**config.mk**
```make
export PLATFORM = sky130hd
export DESIGN_NAME = leakyrelu_lut_ctrl_flat
export DESIGN_NICKNAME = d
export VERILOG_FILES = /design/src/rtl/leakyrelu_pkg.sv /design/src/rtl/leakyrelu_lut_ctrl_if.sv /design/src/rtl/leakyrelu_inflight_trk.sv /design/src/rtl/leakyrelu_lut_ctrl.sv /design/src/flat_wrapper.sv
export SDC_FILE = /design/constraint.sdc
export NUM_CORES = 1
export LEC_CHECK = 0
export CAP_MARGIN = 40
export CORE_MARGIN = 1.5
export CORE_UTILIZATION = 27
export CTS_CLUSTER_SIZE = 8
export DETAILED_ROUTE_END_ITERATION = 8
export PLACE_DENSITY = 0.92
export RECOVER_POWER = 50
export REMOVE_ABC_BUFFERS = 1
export SLEW_MARGIN = 30
export SYNTH_ARGS = -nofsm -noshare
export SYNTH_HDL_FRONTEND = slang
export SYNTH_SLANG_ARGS = --single-unit
```
**constraint.sdc**
```tcl
create_clock -name sclk -period 4.39 [get_ports sclk]
set_input_delay 1.317 -clock sclk [delete_from_list [all_inputs] [get_ports sclk]]
set_output_delay 1.317 -clock sclk [all_outputs]
set_load 0.05 [all_outputs]
```
**src/rtl/leakyrelu_pkg.sv**
```systemverilog
// Shared definitions for the leaky-ReLU LUT bank and its load sequencer.
// ST_CHK exists only when LEAKYRELU_LUT_CHK_EN is defined.
package leakyrelu_pkg;

  localparam int LUT_DEPTH = 32;
  localparam int RD_LAT    = 2;

  typedef enum logic [2:0] {
    ST_IDLE  = 3'd0,
    ST_DRAIN = 3'd1,
    ST_LOAD  = 3'd2,
`ifdef LEAKYRELU_LUT_CHK_EN
    ST_CHK   = 3'd3,
`endif
    ST_RUN   = 3'd4
  } lut_state_t;

endpackage

```
**src/rtl/leakyrelu_lut_ctrl_if.sv**
```systemverilog
// Configuration stream plus the shared LUT write port.
// master = load sequencer side, slave = stream source / RAM bank side.
interface leakyrelu_lut_ctrl_if #(
  parameter int ADDR_W = 5,
  parameter int DATA_W = 64
);
  logic [DATA_W-1:0] s_data;
  logic              s_vld;
  logic              s_rdy;
  logic              lut_wea;
  logic [ADDR_W-1:0] lut_addra;
  logic [DATA_W-1:0] lut_dina;

  modport master (
    input  s_data, s_vld,
    output s_rdy, lut_wea, lut_addra, lut_dina
  );

  modport slave (
    output s_data, s_vld,
    input  s_rdy, lut_wea, lut_addra, lut_dina
  );
endinterface

```
**src/rtl/leakyrelu_inflight_trk.sv**
```systemverilog
// Tracks lookups still travelling through the RD_LAT-deep LUT read pipe.
// idle_o looks at the register contents after this cycle's shift.
module leakyrelu_inflight_trk #(
  parameter int RD_LAT = 2
) (
  input  logic sclk,
  input  logic s_rst_n,
  input  logic issue_i,
  output logic idle_o
);

  logic [RD_LAT-1:0] sr_q;
  logic [RD_LAT-1:0] sr_d;

  // Shift in this cycle's issue; the oldest entry retires off the top.
  always_comb begin
    sr_d = RD_LAT'({sr_q, issue_i});
  end

  assign idle_o = (sr_d == '0);

  // Shift register state.
  always_ff @(posedge sclk or negedge s_rst_n) begin
    if (!s_rst_n) begin
      sr_q <= '0;
    end else begin
      sr_q <= sr_d;
    end
  end

endmodule

```
**src/rtl/leakyrelu_lut_ctrl.sv**
```systemverilog
// Load sequencer for the leaky-ReLU LUT bank: drains lookups, streams a new
// table into the RAMs, then re-opens the pixel path. Optional trailer check
// is enabled by defining LEAKYRELU_LUT_CHK_EN.
module leakyrelu_lut_ctrl #(
  parameter int LUT_DEPTH = leakyrelu_pkg::LUT_DEPTH,
  parameter int ADDR_W    = $clog2(LUT_DEPTH),
  parameter int DATA_W    = 64,
  parameter int RD_LAT    = leakyrelu_pkg::RD_LAT
) (
  input  logic                 sclk,
  input  logic                 s_rst_n,
  input  logic                 cfg_start,
  leakyrelu_lut_ctrl_if.master bus,
  input  logic                 pix_vld_i,
  output logic                 pix_vld_o,
  output logic                 pix_stall,
  output logic                 lut_ready,
  output logic                 load_done
`ifdef LEAKYRELU_LUT_CHK_EN
  ,
  output logic                 lut_err
`endif
);
  import leakyrelu_pkg::*;

  lut_state_t        state_q, state_d;
  logic [ADDR_W-1:0] addr_q, addr_d;
  logic              stall_q, stall_d;
  logic              ready_q, ready_d;
  logic              done_q, done_d;
  logic              issue_s, idle_s, last_s;
`ifdef LEAKYRELU_LUT_CHK_EN
  logic [DATA_W-1:0] csum_q, csum_d;
  logic              err_q, err_d;
`endif

  assign issue_s   = (state_q == ST_RUN) && pix_vld_i;
  assign last_s    = (addr_q == ADDR_W'(LUT_DEPTH - 1));
  assign pix_vld_o = issue_s;
  assign pix_stall = stall_q;
  assign lut_ready = ready_q;
  assign load_done = done_q;
`ifdef LEAKYRELU_LUT_CHK_EN
  assign lut_err   = err_q;
`endif

  leakyrelu_inflight_trk #(.RD_LAT(RD_LAT)) u_trk (
    .sclk    (sclk),
    .s_rst_n (s_rst_n),
    .issue_i (issue_s),
    .idle_o  (idle_s)
  );

  // Next-state, address counter and write-port decode.
  always_comb begin
    state_d       = state_q;
    addr_d        = addr_q;
    done_d        = 1'b0;
    bus.s_rdy     = 1'b0;
    bus.lut_wea   = 1'b0;
    bus.lut_addra = addr_q;
    bus.lut_dina  = '0;
`ifdef LEAKYRELU_LUT_CHK_EN
    csum_d        = csum_q;
    err_d         = err_q;
`endif
    unique case (state_q)
      ST_IDLE: begin
        if (cfg_start) begin
          state_d = ST_LOAD;
          addr_d  = '0;
`ifdef LEAKYRELU_LUT_CHK_EN
          csum_d  = '0;
          err_d   = 1'b0;
`endif
        end else begin
          state_d = ST_IDLE;
        end
      end
      ST_RUN: begin
        if (cfg_start) begin
          state_d = ST_DRAIN;
        end else begin
          state_d = ST_RUN;
        end
      end
      ST_DRAIN: begin
        if (idle_s) begin
          state_d = ST_LOAD;
          addr_d  = '0;
`ifdef LEAKYRELU_LUT_CHK_EN
          csum_d  = '0;
`endif
        end else begin
          state_d = ST_DRAIN;
        end
      end
      ST_LOAD: begin
        bus.s_rdy = 1'b1;
        if (bus.s_vld) begin
          bus.lut_wea  = 1'b1;
          bus.lut_dina = bus.s_data;
`ifdef LEAKYRELU_LUT_CHK_EN
          csum_d       = csum_q ^ bus.s_data;
`endif
          if (last_s) begin
            addr_d  = '0;
`ifdef LEAKYRELU_LUT_CHK_EN
            state_d = ST_CHK;
`else
            state_d = ST_RUN;
            done_d  = 1'b1;
`endif
          end else begin
            addr_d = addr_q + ADDR_W'(1);
          end
        end else begin
          addr_d = addr_q;
        end
      end
`ifdef LEAKYRELU_LUT_CHK_EN
      ST_CHK: begin
        bus.s_rdy = 1'b1;
        if (bus.s_vld) begin
          if (bus.s_data == csum_q) begin
            state_d = ST_RUN;
            done_d  = 1'b1;
          end else begin
            state_d = ST_IDLE;
            err_d   = 1'b1;
          end
        end else begin
          state_d = ST_CHK;
        end
      end
`endif
      default: state_d = ST_IDLE;
    endcase
    // Stall and ready track the state they will sit alongside, so they
    // switch on the same edge as the state register.
    stall_d = (state_d != ST_RUN);
    ready_d = (state_d == ST_RUN);
  end

  // State, address and registered status outputs.
  always_ff @(posedge sclk or negedge s_rst_n) begin
    if (!s_rst_n) begin
      state_q <= ST_IDLE;
      addr_q  <= '0;
      stall_q <= 1'b1;
      ready_q <= 1'b0;
      done_q  <= 1'b0;
    end else begin
      state_q <= state_d;
      addr_q  <= addr_d;
      stall_q <= stall_d;
      ready_q <= ready_d;
      done_q  <= done_d;
    end
  end

`ifdef LEAKYRELU_LUT_CHK_EN
  // Running XOR of the table and the sticky checksum error flag.
  always_ff @(posedge sclk or negedge s_rst_n) begin
    if (!s_rst_n) begin
      csum_q <= '0;
      err_q  <= 1'b0;
    end else begin
      csum_q <= csum_d;
      err_q  <= err_d;
    end
  end
`endif

endmodule

```
**src/flat_wrapper.sv**
```systemverilog
// flat-port wrapper written by rule: the top's interface ports become plain ports
module leakyrelu_lut_ctrl_flat import leakyrelu_pkg::*;
#(
  parameter int LUT_DEPTH = leakyrelu_pkg::LUT_DEPTH,
  parameter int ADDR_W    = $clog2(LUT_DEPTH),
  parameter int DATA_W    = 64,
  parameter int RD_LAT    = leakyrelu_pkg::RD_LAT
)
  (sclk, s_rst_n, cfg_start, pix_vld_i, pix_vld_o, pix_stall, lut_ready, load_done, bus_s_data, bus_s_vld, bus_s_rdy, bus_lut_wea, bus_lut_addra, bus_lut_dina);
  leakyrelu_lut_ctrl_if #(.ADDR_W(ADDR_W), .DATA_W(DATA_W)) bus_i ();
  input  logic sclk;
  input  logic s_rst_n;
  input  logic cfg_start;
  input  logic pix_vld_i;
  output logic pix_vld_o;
  output logic pix_stall;
  output logic lut_ready;
  output logic load_done;
  input wire logic [$bits(bus_i.s_data)-1:0] bus_s_data;
  input wire logic [$bits(bus_i.s_vld)-1:0] bus_s_vld;
  output wire logic [$bits(bus_i.s_rdy)-1:0] bus_s_rdy;
  output wire logic [$bits(bus_i.lut_wea)-1:0] bus_lut_wea;
  output wire logic [$bits(bus_i.lut_addra)-1:0] bus_lut_addra;
  output wire logic [$bits(bus_i.lut_dina)-1:0] bus_lut_dina;
  assign bus_i.s_data = bus_s_data;
  assign bus_i.s_vld = bus_s_vld;
  assign bus_s_rdy = bus_i.s_rdy;
  assign bus_lut_wea = bus_i.lut_wea;
  assign bus_lut_addra = bus_i.lut_addra;
  assign bus_lut_dina = bus_i.lut_dina;
  leakyrelu_lut_ctrl #(.LUT_DEPTH(LUT_DEPTH), .ADDR_W(ADDR_W), .DATA_W(DATA_W), .RD_LAT(RD_LAT)) u_core (.sclk(sclk), .s_rst_n(s_rst_n), .cfg_start(cfg_start), .bus(bus_i), .pix_vld_i(pix_vld_i), .pix_vld_o(pix_vld_o), .pix_stall(pix_stall), .lut_ready(lut_ready), .load_done(load_done));
endmodule
```
### Word level (Yosys, flattened, before mapping)

Index checks and enable logic that the tools add are counted.

| word-level totals | value |
|---|---|
| register bits after elaboration | 12 |
| latch bits | 0 |
| memory bits (writable) | 0 |
| memory bits (read-only) | 0 |
| output and inout port bits | 75 |
| word-level logic and storage cells | 40 |
| memories kept | 0 |

| cells by class | value |
|---|---|
| $add $sub $neg | 1 |
| multiply operators | 0 |
| divide/modulo/power cells | 0 |
| order comparisons | 0 |
| equal/unequal tests | 9 |
| shifts and indexed selects | 0 |
| muxes and demuxes | 19 |
| bitwise gates (word level) | 0 |
| reduce and logical (&&, ||, !) cells | 5 |

Operators by type and width:

| kind | number |
|---|---|
| $mux W64 | 2 |
| $mux W5 | 4 |
| $pmux W5 S3 | 1 |
| $pmux W3 S4 | 1 |
| $mux W3 | 3 |
| $eq A3 B3 Y1 const B | 2 |
| $mux W1 | 6 |
| $add A5 B1 Y5 const B | 1 |
| $eq A5 B5 Y1 const B | 1 |
| $mux W2 | 2 |
| $ne A2 B2 Y1 const B | 2 |
| $reduce_and A4 Y1 | 1 |
| $eq A3 B1 Y1 const B | 1 |
| $eq A3 B2 Y1 const B | 1 |
| $logic_not A3 Y1 | 1 |
| $ne A3 B3 Y1 const B | 1 |
| $reduce_bool A3 Y1 | 1 |
| $logic_not A2 Y1 | 1 |
| $ne A2 B1 Y1 const B | 1 |
| $logic_and A1 B1 Y1 | 1 |

### Logic depth before layout (Yosys ltp)

Gate-level depths: netlist of the first run.

| logic depth | value |
|---|---|
| depth after elaboration | 6 |
| depth in mapped cells | 6 |
| gate-level depth less buffers | 6 |

### Cells and area by module

Synthesis of the first run repeated with hierarchy kept, for this count alone.

| unflattened totals | value |
|---|---|
| cell total of the unflattened synthesis | 130 |
| area, all modules | 1138.6 µm² |

By module, submodules not included:

| module | instances | cells an instance | area an instance (µm²) | seq. area each (µm²) |
|---|---|---|---|---|
| leakyrelu_lut_ctrl | 1 | 128 | 1109.8 | 276.5 |
| leakyrelu_inflight_trk | 1 | 2 | 28.8 | 25.0 |

### Least setup slack after synthesis of the first run

OpenSTA, ideal clock, no wires.

| path | value |
|---|---|
| kind | input port to output port |
| start point | in bus_s_vld |
| end point | out bus_lut_dina[54] |
| arrival time | 2.378 ns |
| required time | 3.073 ns |
| setup slack | 0.695 ns |
| stages on the path | 3 |
| buffers on the path | 1 |
| path through | and4bb_1 buf_2 and2_1 |

| between the ends | value |
|---|---|
| word-level cells in the longest chain between the ends | 2 |

Ends and longest elaborated chain:

| item | RTL line | source |
|---|---|---|
| start: declaration | flat_wrapper.sv:20 | `input wire logic [$bits(bus_i.s_vld)-1:0] bus_s_vld;` |
| $mux W64 | leakyrelu_lut_ctrl.sv:100 | `if (bus.s_vld) begin` |
| $mux W64 | leakyrelu_lut_ctrl.sv:67 | `unique case (state_q)` |
| end: declaration | flat_wrapper.sv:24 | `output wire logic [$bits(bus_i.lut_dina)-1:0] bus_lut_dina;` |

No other way between the ends.

### Worst setup path after layout of the first run

| path | value |
|---|---|
| start point | in bus_s_vld |
| end point | out bus_lut_wea |

| between the ends | value |
|---|---|
| word-level cells in the longest chain between the ends | 2 |

Ends and longest elaborated chain:

| item | RTL line | source |
|---|---|---|
| $mux W1 | leakyrelu_lut_ctrl.sv:100 |  |
| $mux W1 | leakyrelu_lut_ctrl.sv:67 |  |
| end: declaration | flat_wrapper.sv:22 | `output wire logic [$bits(bus_i.lut_wea)-1:0] bus_lut_wea;` |

No other way between the ends.

==> results of run 1 <==
-- final cells by class --
class	instances	share of cell area
tap	50	0.0193
clock buffer	4	0.0170
inverter	3	0.00347
timing repair buffer	145	0.646
multi-input combinational	102	0.221
sequential	12	0.0930
-- worst max-delay path by stage --
stage | from | endpoint | slack (ps) | cells after the start
6_report | bus_s_vld | bus_lut_wea | 250 | 4
2_1_floorplan | bus_s_vld | bus_lut_dina[0] | -20 | 2
3_5_place_dp | bus_s_vld | bus_lut_dina[47] | 350 | 5
4_1_cts | bus_s_vld | bus_lut_dina[47] | 330 | 5
3_3_place_gp | bus_s_vld | bus_lut_dina[0] | 390 | 5
5_1_grt | bus_s_vld | bus_lut_wea | 180 | 4
-- cell families after synthesis --
kind of cell	share of synthesized area
mux	0.0284
buf+inv	0.0692
compound gates	0.0670
flops	0.274
simple gates	0.539
fa+ha+maj	0.0227
-- per-layer routing --
layer | routed length (microns) | share of wire
met1 | 1590 | 0.31
met2 | 2810 | 0.55
met3 | 551 | 0.11
met4 | 194 | 0.038
met5 | 0 | 0
-- critical path, delay by kind of cell --
kind / cells / cell delay (ps)
buffers and inverters: 3 / 1210
and+or+nand+nor: 1 / 290
-- sequential cells by signal, summed over array words and instances (netlist names) --
signal                cells
u_core.bus.lut_addra      5
u_core.load_done          1
u_core.lut_ready          1
u_core.pix_stall          1
u_core.state_q            3
u_core.u_trk.sr_q         1
-- metrics by stage --
step                TNS, ps  hold slack, ps  instances
floorplan             -1450             577        117
global placement          0             535        312
detailed placement        0             563        312
CTS                       0             573        316
global route              0             607        316
finish                    0             561        316
-- power breakdown --
part / switching [mW] / internal [mW]
sequential: 0.0454 / 0.139
combinational: 0.678 / 0.572
clock: 0.0413 / 0.0792
total: 0.765 / 0.790
-- cells in the mapped netlist (2+ instances only) --
master,instances
nor2_1,2
buf_2,4
nand2_1,3
ha_1,2
clkbuf_1,2
nand3b_1,2
and4bb_2,2
a211o_1,2
a21oi_1,3
dfrtp_1,11
mux2i_1,2
buf_6,2
inv_1,3
and2_1,65
nor4b_1,2
buf_4,2
a21oi_2,2
-- cell usage in the layout, fill, tap and decap left out, drive strengths merged --
cell,instances
a21o,1
and3b,1
nor3b,2
inv,3
mux2i,2
dfstp,1
nand4b,1
nand3,1
clkbuf,5
buf,66
ha,2
nand3b,2
and3,2
and4bb,3
and2b,1
a211o,2
dlymetal6s2s,1
a21oi,5
dlygate4sd3,12
mux2,1
or3b,1
nor4b,3
a21boi,1
nand2,3
and2,65
clkdlybuf4s50,65
dfrtp,11
o21bai,1
nor2,2
==> results.toml, run 1 <==
[layout]
final_util = 0.817
diodes = 0
multi_input_area_sq_um = 717
fill_cells = 228
drive_gt1_frac = 0.301
final_area_sq_um = 3240
nNetsFinal = 338
seqCellArea_sq_um = 302
areaGrowthSynthToFinish_pct = 194

[clock_network]
clock_path_buffers = 2
cts_resized = 0
path_clk_slew_ps = 50
clock_sinks = 12
cts_made_buffers = 3
cts-hold-fix-buffers = 0
cts_tree = "built"
clk_latency_ps = 240
h-tree-depth = 1
root_buffer = "clkbuf_8"
cts_setup_buffers = 0

[yosys]
syn_avg_cell_area_sq_um = 8.68
yosysSeqAreaShare = 0.274
yosys-top-cells-area = "and2_1 (37%), dfrtp_1 (25%), dfstp_2 (2.4%)"
ys.flop_type = "dfrtp_1"
synth_top_area_share = 0.369
syn_inst = 127
synth_area_sq_um = 1100
ys_async_sr_fraction = 1.00
ys_types = 33
synth_warnings = 0
synth-seq-cells = 12
synth_top_cell_by_area = "and2_1"
synth_edf_count = 0

[detailed_routing]
firstDrtPassIters = 4
post_drt_wl_per_cell_microns = 16.3
routed_wl_microns = 5150
dr_total_vias = 1470
drtAntennaViolNets = 0
drtIter0Drc = 41
drc = 0
vias_per_cell = 4.65

[place]
dp_slack_ps = 352
dpl.hpwl_microns = 4340
globalplace.congestion = 0.770
portBuffers = 143
placed_area_sq_um = 3210

[die]
rows = 23
die_y_microns = 66.9
die-area_sq_um = 4470
boundaryPins = 144
die_x_microns = 66.9
initial_core_util = 0.278
core_sq_um = 3970

[critical_path]
cp-end-kind = "primary output"
slowest_stage = "clkdlybuf4s50_1"
worstPathRequired_ps = 3070
r2r-end = "u_core.bus.lut_addra[2]"
path_cells = "clkdlybuf4s50_1, and4bb_1, buf_4, dlymetal6s2s_1"
reg2reg_from = "u_core.bus.lut_addra[0]"
arrival_ps = 2820
critical_path_class = "in2out"
max_stage_delay_ps = 520
reg2reg_slack_ps = 2460
crit_fanout = 19
critPathLaunchType = "input pin"
r2r_cells = 6

[grt]
grt_use_met3 = 0.0794
grt_max_degree = 51
met2_usage = 0.439
grt_usage = 0.226
grt_pass1_vias = 1461
overflow = 0
antenna_found_initial = 0
grtUsageMet1 = 0.210
grt_pass1_wl_microns = 7510
busiest_layer = "met2"

[power]
finalPower_mw = 1.56
pwr_density_cell_nw_per_um2 = 480
cellLeakagePower_nw = 1.36
irDropWorstVdd_mv = 0.514

[worst_hold_path]
min_from = "u_core.bus.lut_addra[4]"
worstHoldPathType = "reg2reg"
whs_endpoint = "u_core.bus.lut_addra[4]"
holdPathStages = 2

[timing]
post-route-period-util = 0.943
rsz0062_at_grt = "no"
fin_ws_ps = 249
maxSlewHeadroom = 0.609
final.min_clock_period_ps = 4140
worst_slew_pin_slew_ps = 590
fin_skew_ps = 5.50
slew_viol_final = 0
fmax_mhz = 241
setup_viol = 0
hold_viol_final = 0

[run_status]
outcome = "complete, no violations"

[run]
drv_cap = 0
No activity file was read; power rests on OpenSTA's default activity.
==> run 2: changes to the inputs <==
--- a/config.mk
+++ b/config.mk
@@ -10,6 +10,7 @@
 export CORE_UTILIZATION = 27
 export CTS_CLUSTER_SIZE = 8
 export DETAILED_ROUTE_END_ITERATION = 8
+export MAX_ROUTING_LAYER = met4
 export PLACE_DENSITY = 0.92
 export RECOVER_POWER = 50
 export REMOVE_ABC_BUFFERS = 1
==> run 2 against run 1 <==
Net effect: clock power about the same; die area unchanged; power barely moved; final cell count did not move; register-to-register slack lost 20 ps; utilization did not move.
==> results.toml, run 2 (synthesis gave the netlist of run 1 again) <==
[grt]
antenna_found_initial = 0
grt_pass1_vias = 1463
grt_usage = 0.233
grt_max_degree = 51
grt_pass1_wl_microns = 7550
overflow = 0

[clock_network]
root_buffer = "clkbuf_8"
path_clk_slew_ps = 50
h-tree-depth = 1
cts_tree = "built"
cts-hold-fix-buffers = 0
clk_latency_ps = 240
clock_sinks = 12
cts_resized = 0
clock_path_buffers = 2
cts_setup_buffers = 0
cts_made_buffers = 3

[critical_path]
cp-end-kind = "primary output"
critPathLaunchType = "input pin"
slowest_stage = "clkdlybuf4s50_1"
critical_path_class = "in2out"
path_cells = "clkdlybuf4s50_1, and4bb_1, buf_4, dlymetal6s2s_1"
crit_fanout = 19
arrival_ps = 2830
worstPathRequired_ps = 3070
max_stage_delay_ps = 530

[detailed_routing]
drtAntennaViolNets = 0
vias_per_cell = 4.70
routed_wl_microns = 5180
drtIter0Drc = 27
firstDrtPassIters = 4
drc = 0
dr_total_vias = 1485
post_drt_wl_per_cell_microns = 16.4

[layout]
fill_cells = 228
diodes = 0
drive_gt1_frac = 0.301
stdcell_count = 316
largest_reg_flops = 5
nNetsFinal = 338
final_cell_mix = "clkdlybuf4s50_1 (65), buf_12 (65), and2_1 (51), and2_0 (14), dlygate4sd3_1 (12)"
areaGrowthSynthToFinish_pct = 194

[die]
core_sq_um = 3970
die_y_microns = 66.9
boundaryPins = 144
die-area_sq_um = 4470
initial_core_util = 0.278
rows = 23
die_x_microns = 66.9

[place]
portBuffers = 143
placedCellCount = 312
globalplace.congestion = 0.780
dpl.hpwl_microns = 4340

[worst_hold_path]
worstHoldPathType = "reg2reg"

[timing]
hold_viol_final = 0
final.min_clock_period_ps = 4150
maxSlewHeadroom = 0.609
post-route-period-util = 0.944
worst_slew_pin_slew_ps = 590
slew_viol_final = 0
rsz0062_at_grt = "no"
fmax_mhz = 241
whs_ps = 561
setup_viol = 0
fin_skew_ps = 5.97

[run]
drv_cap = 0

[power]
cellLeakagePower_nw = 1.36
irDropWorstVdd_mv = 0.515
pwr_density_cell_nw_per_um2 = 480

[run_status]
outcome = "complete, no violations"
run 2: cell type report:
class | count | area (sq um) | area share
repair buffers | 145 | 2100 | 0.646
multi-input cells | 102 | 717 | 0.221
flip-flops and latches | 12 | 302 | 0.0930
well taps | 50 | 62.6 | 0.0193
clock buffers | 4 | 55.1 | 0.0170
inverters | 3 | 11.3 | 0.00347
run 2: path summary, 6_finish.rpt:
check                                        startpoint                       to  slack (ps)  depth (start not counted)
worst max-delay path                          bus_s_vld              bus_lut_wea         240                          4
worst min-delay path            u_core.bus.lut_addra[4]  u_core.bus.lut_addra[4]         560                          2
worst max register to register  u_core.bus.lut_addra[0]  u_core.bus.lut_addra[2]        2440                          6
worst min register to register  u_core.bus.lut_addra[4]  u_core.bus.lut_addra[4]         560                          2
max in group asynchronous                       s_rst_n         u_core.pix_stall        2510                          1
min in group asynchronous                       s_rst_n        u_core.state_q[1]        1510                          1
run 2: critical path: cells and delay by family:
| kind | cells | cell delay (ps) |
|---|---|---|
| buf+inv | 3 | 1220 |
| simple gates | 1 | 290 |
run 2: stage by stage:
step,setup slack (ps),util,setup TNS [ps],cell area [sq um],power [mW]
6_report,244,0.817,0,3240,1.56
5_1_grt,170,0.817,0,3240,1.62
4_1_cts,328,0.821,0,3260,1.59
3_5_place_dp,352,0.807,0,3210,1.46
3_3_place_gp,393,0.807,0,3210,1.44
2_1_floorplan,-22.7,-,-1450,1040,0.818
run 2: report_power, final:
| group | internal (mW) | switching (mW) | total, mW |
|---|---|---|---|
| Sequential | 0.139 | 0.0458 | 0.185 |
| Combinational | 0.572 | 0.679 | 1.25 |
| Clock | 0.0791 | 0.0404 | 0.120 |
run 2: routing by layer:
metal  global-route usage  vias to the layer above  wire [microns]
met5                    -                        -               0
met4               0.0944                        0             189
met3               0.0777                       16             580
met2                0.440                       94            2850
met1                0.214                      684            1550
li1                     -                      691               -
==> run 3: changes to the inputs <==
--- a/config.mk
+++ b/config.mk
@@ -6,7 +6,7 @@
 export NUM_CORES = 1
 export LEC_CHECK = 0
 export CAP_MARGIN = 40
-export CORE_MARGIN = 1.5
+export CORE_MARGIN = 4
 export CORE_UTILIZATION = 27
 export CTS_CLUSTER_SIZE = 8
 export DETAILED_ROUTE_END_ITERATION = 8
==> run 3 against run 2 <==
Net effect: clock power about the same; routed wire length increased by 17%; power about the same; utilization increased by 3.4 points; combinational power about the same; count of clock-buffer cells in the layout unchanged; critical path type unchanged; critical endpoint is now bus_lut_dina[29].
==> results.toml, run 3 (synthesis gave the netlist of run 1 again) <==
[timing]
maxSlewHeadroom = 0.605
post-route-period-util = 0.957
whs_ps = 588
rsz0062_at_grt = "no"
fmax_mhz = 238
slew_viol_final = 0
fin_skew_ps = 6.26
worst_slew_pin_slew_ps = 590
final.min_clock_period_ps = 4200
hold_viol_final = 0
finalSetupTns_ps = 0
setup_viol = 0

[critical_path]
slowest_stage = "dlygate4sd3_1"
r2r_cells = 6
r2r-end = "u_core.bus.lut_addra[3]"
max_stage_delay_ps = 590
critical_path_class = "in2out"
arrival_ps = 2890
crit_fanout = 45
reg2reg_from = "u_core.bus.lut_addra[0]"
path_cells = "dlygate4sd3_1, and4bb_1, buf_4, and2_1, buf_12"
reg2reg_slack_ps = 2460
cp-end-kind = "primary output"
critPathLaunchType = "input pin"
worstPathRequired_ps = 3070

[clock_network]
cts_made_buffers = 3
cts_tree = "built"
cts-hold-fix-buffers = 0
h-tree-depth = 1
root_buffer = "clkbuf_8"
clock_path_buffers = 2
cts_resized = 0
clock_sinks = 12
clk_latency_ps = 250
path_clk_slew_ps = 60
cts_setup_buffers = 0

[detailed_routing]
drtAntennaViolNets = 0
drtIter0Drc = 44
post_drt_wl_per_cell_microns = 19.2
firstDrtPassIters = 4
drc = 0
dr_total_vias = 1417
routed_wl_microns = 6050
vias_per_cell = 4.50

[power]
cellLeakagePower_nw = 1.36
combPwrFrac = 0.804
irDropWorstVdd_mv = 0.431
finalPower_mw = 1.56
clkPwrFrac = 0.079
internal-power_uw = 784
seqPwrFrac = 0.117
pwr_density_cell_nw_per_um2 = 482
switchingPower_uw = 772
swShare = 0.496

[run_status]
outcome = "complete, no violations"

[grt]
grt_pass1_vias = 1404
grt_pass1_wl_microns = 8580
overflow = 0
grt_max_degree = 46
antenna_found_initial = 1
grt_usage = 0.228

[die]
die_y_microns = 71.9
boundaryPins = 144
core_sq_um = 3800
initial_core_util = 0.290
die_x_microns = 71.9
die-area_sq_um = 5170
rows = 22

[layout]
nNetsFinal = 338
seqCellArea_sq_um = 302
largest_reg_flops = 5
final_cell_mix = "clkdlybuf4s50_1 (64), buf_12 (64), and2_1 (51), and2_0 (14), dlygate4sd3_1 (13)"
areaGrowthSynthToFinish_pct = 193
drive_gt1_frac = 0.301
multi_input_area_sq_um = 717
fill_cells = 205

[place]
globalplace.congestion = 0.985
dpl.hpwl_microns = 5360
portBuffers = 143

[worst_hold_path]
holdPathStages = 1
whs_endpoint = "u_core.bus.lut_addra[0]"
min_from = "u_core.bus.lut_addra[0]"
worstHoldPathType = "reg2reg"

[run]
drv_cap = 0
run 3: metrics by stage:
stage,util,std cells,worst slack (ps),instance area [sq um]
2_1_floorplan,-,117,-22.7,1040
4_1_cts,0.855,314,262,3250
3_3_place_gp,0.840,310,341,3190
3_5_place_dp,0.840,310,284,3190
5_1_grt,0.850,315,112,3230
6_report,0.850,315,187,3230
run 3: worst max path at each step:
stage               startpoint               end  slack [ps]  cells after the start
floorplan            bus_s_vld   bus_lut_dina[0]         -20                      2
global placement     bus_s_vld  bus_lut_dina[54]         340                      5
detailed placement   bus_s_vld  bus_lut_dina[29]         280                      5
CTS                  bus_s_vld  bus_lut_dina[29]         260                      5
global route         bus_s_vld  bus_lut_dina[29]         110                      5
finish               bus_s_vld  bus_lut_dina[29]         190                      5
run 3: metal layers:
layer  GRT usage  vias up  part of all wire
met5           -        -                 0
met4      0.0501        0             0.018
met1       0.246      651              0.37
met3      0.0305        8             0.058
met2       0.439       72              0.55
li1            -      686                 -
run 3: layout make-up:
type | count | area share
antenna | 1 | 0.000775
tap | 48 | 0.0186
timing repair buffer | 145 | 0.645
sequential | 12 | 0.0933
clock buffer | 4 | 0.0170
inverter | 3 | 0.00349
multi-input combinational | 102 | 0.222
run 3: power by group through the flow:
stage | Clock (mW) | Sequential [mW] | Combinational (mW)
final | 0.123 | 0.182 | 1.25
after global routing | 0.128 | 0.187 | 1.29
after CTS | 0.122 | 0.182 | 1.28
after detailed placement | 0 | 0.183 | 1.28
after global placement | 0 | 0.179 | 1.25
after floorplan | 0 | 0.251 | 0.567
run 3: worst max-delay path, delay by kind of cell:
kind	cells	cell delay, ps
buffers and inverters	3	1060
and+or+nand+nor	2	480
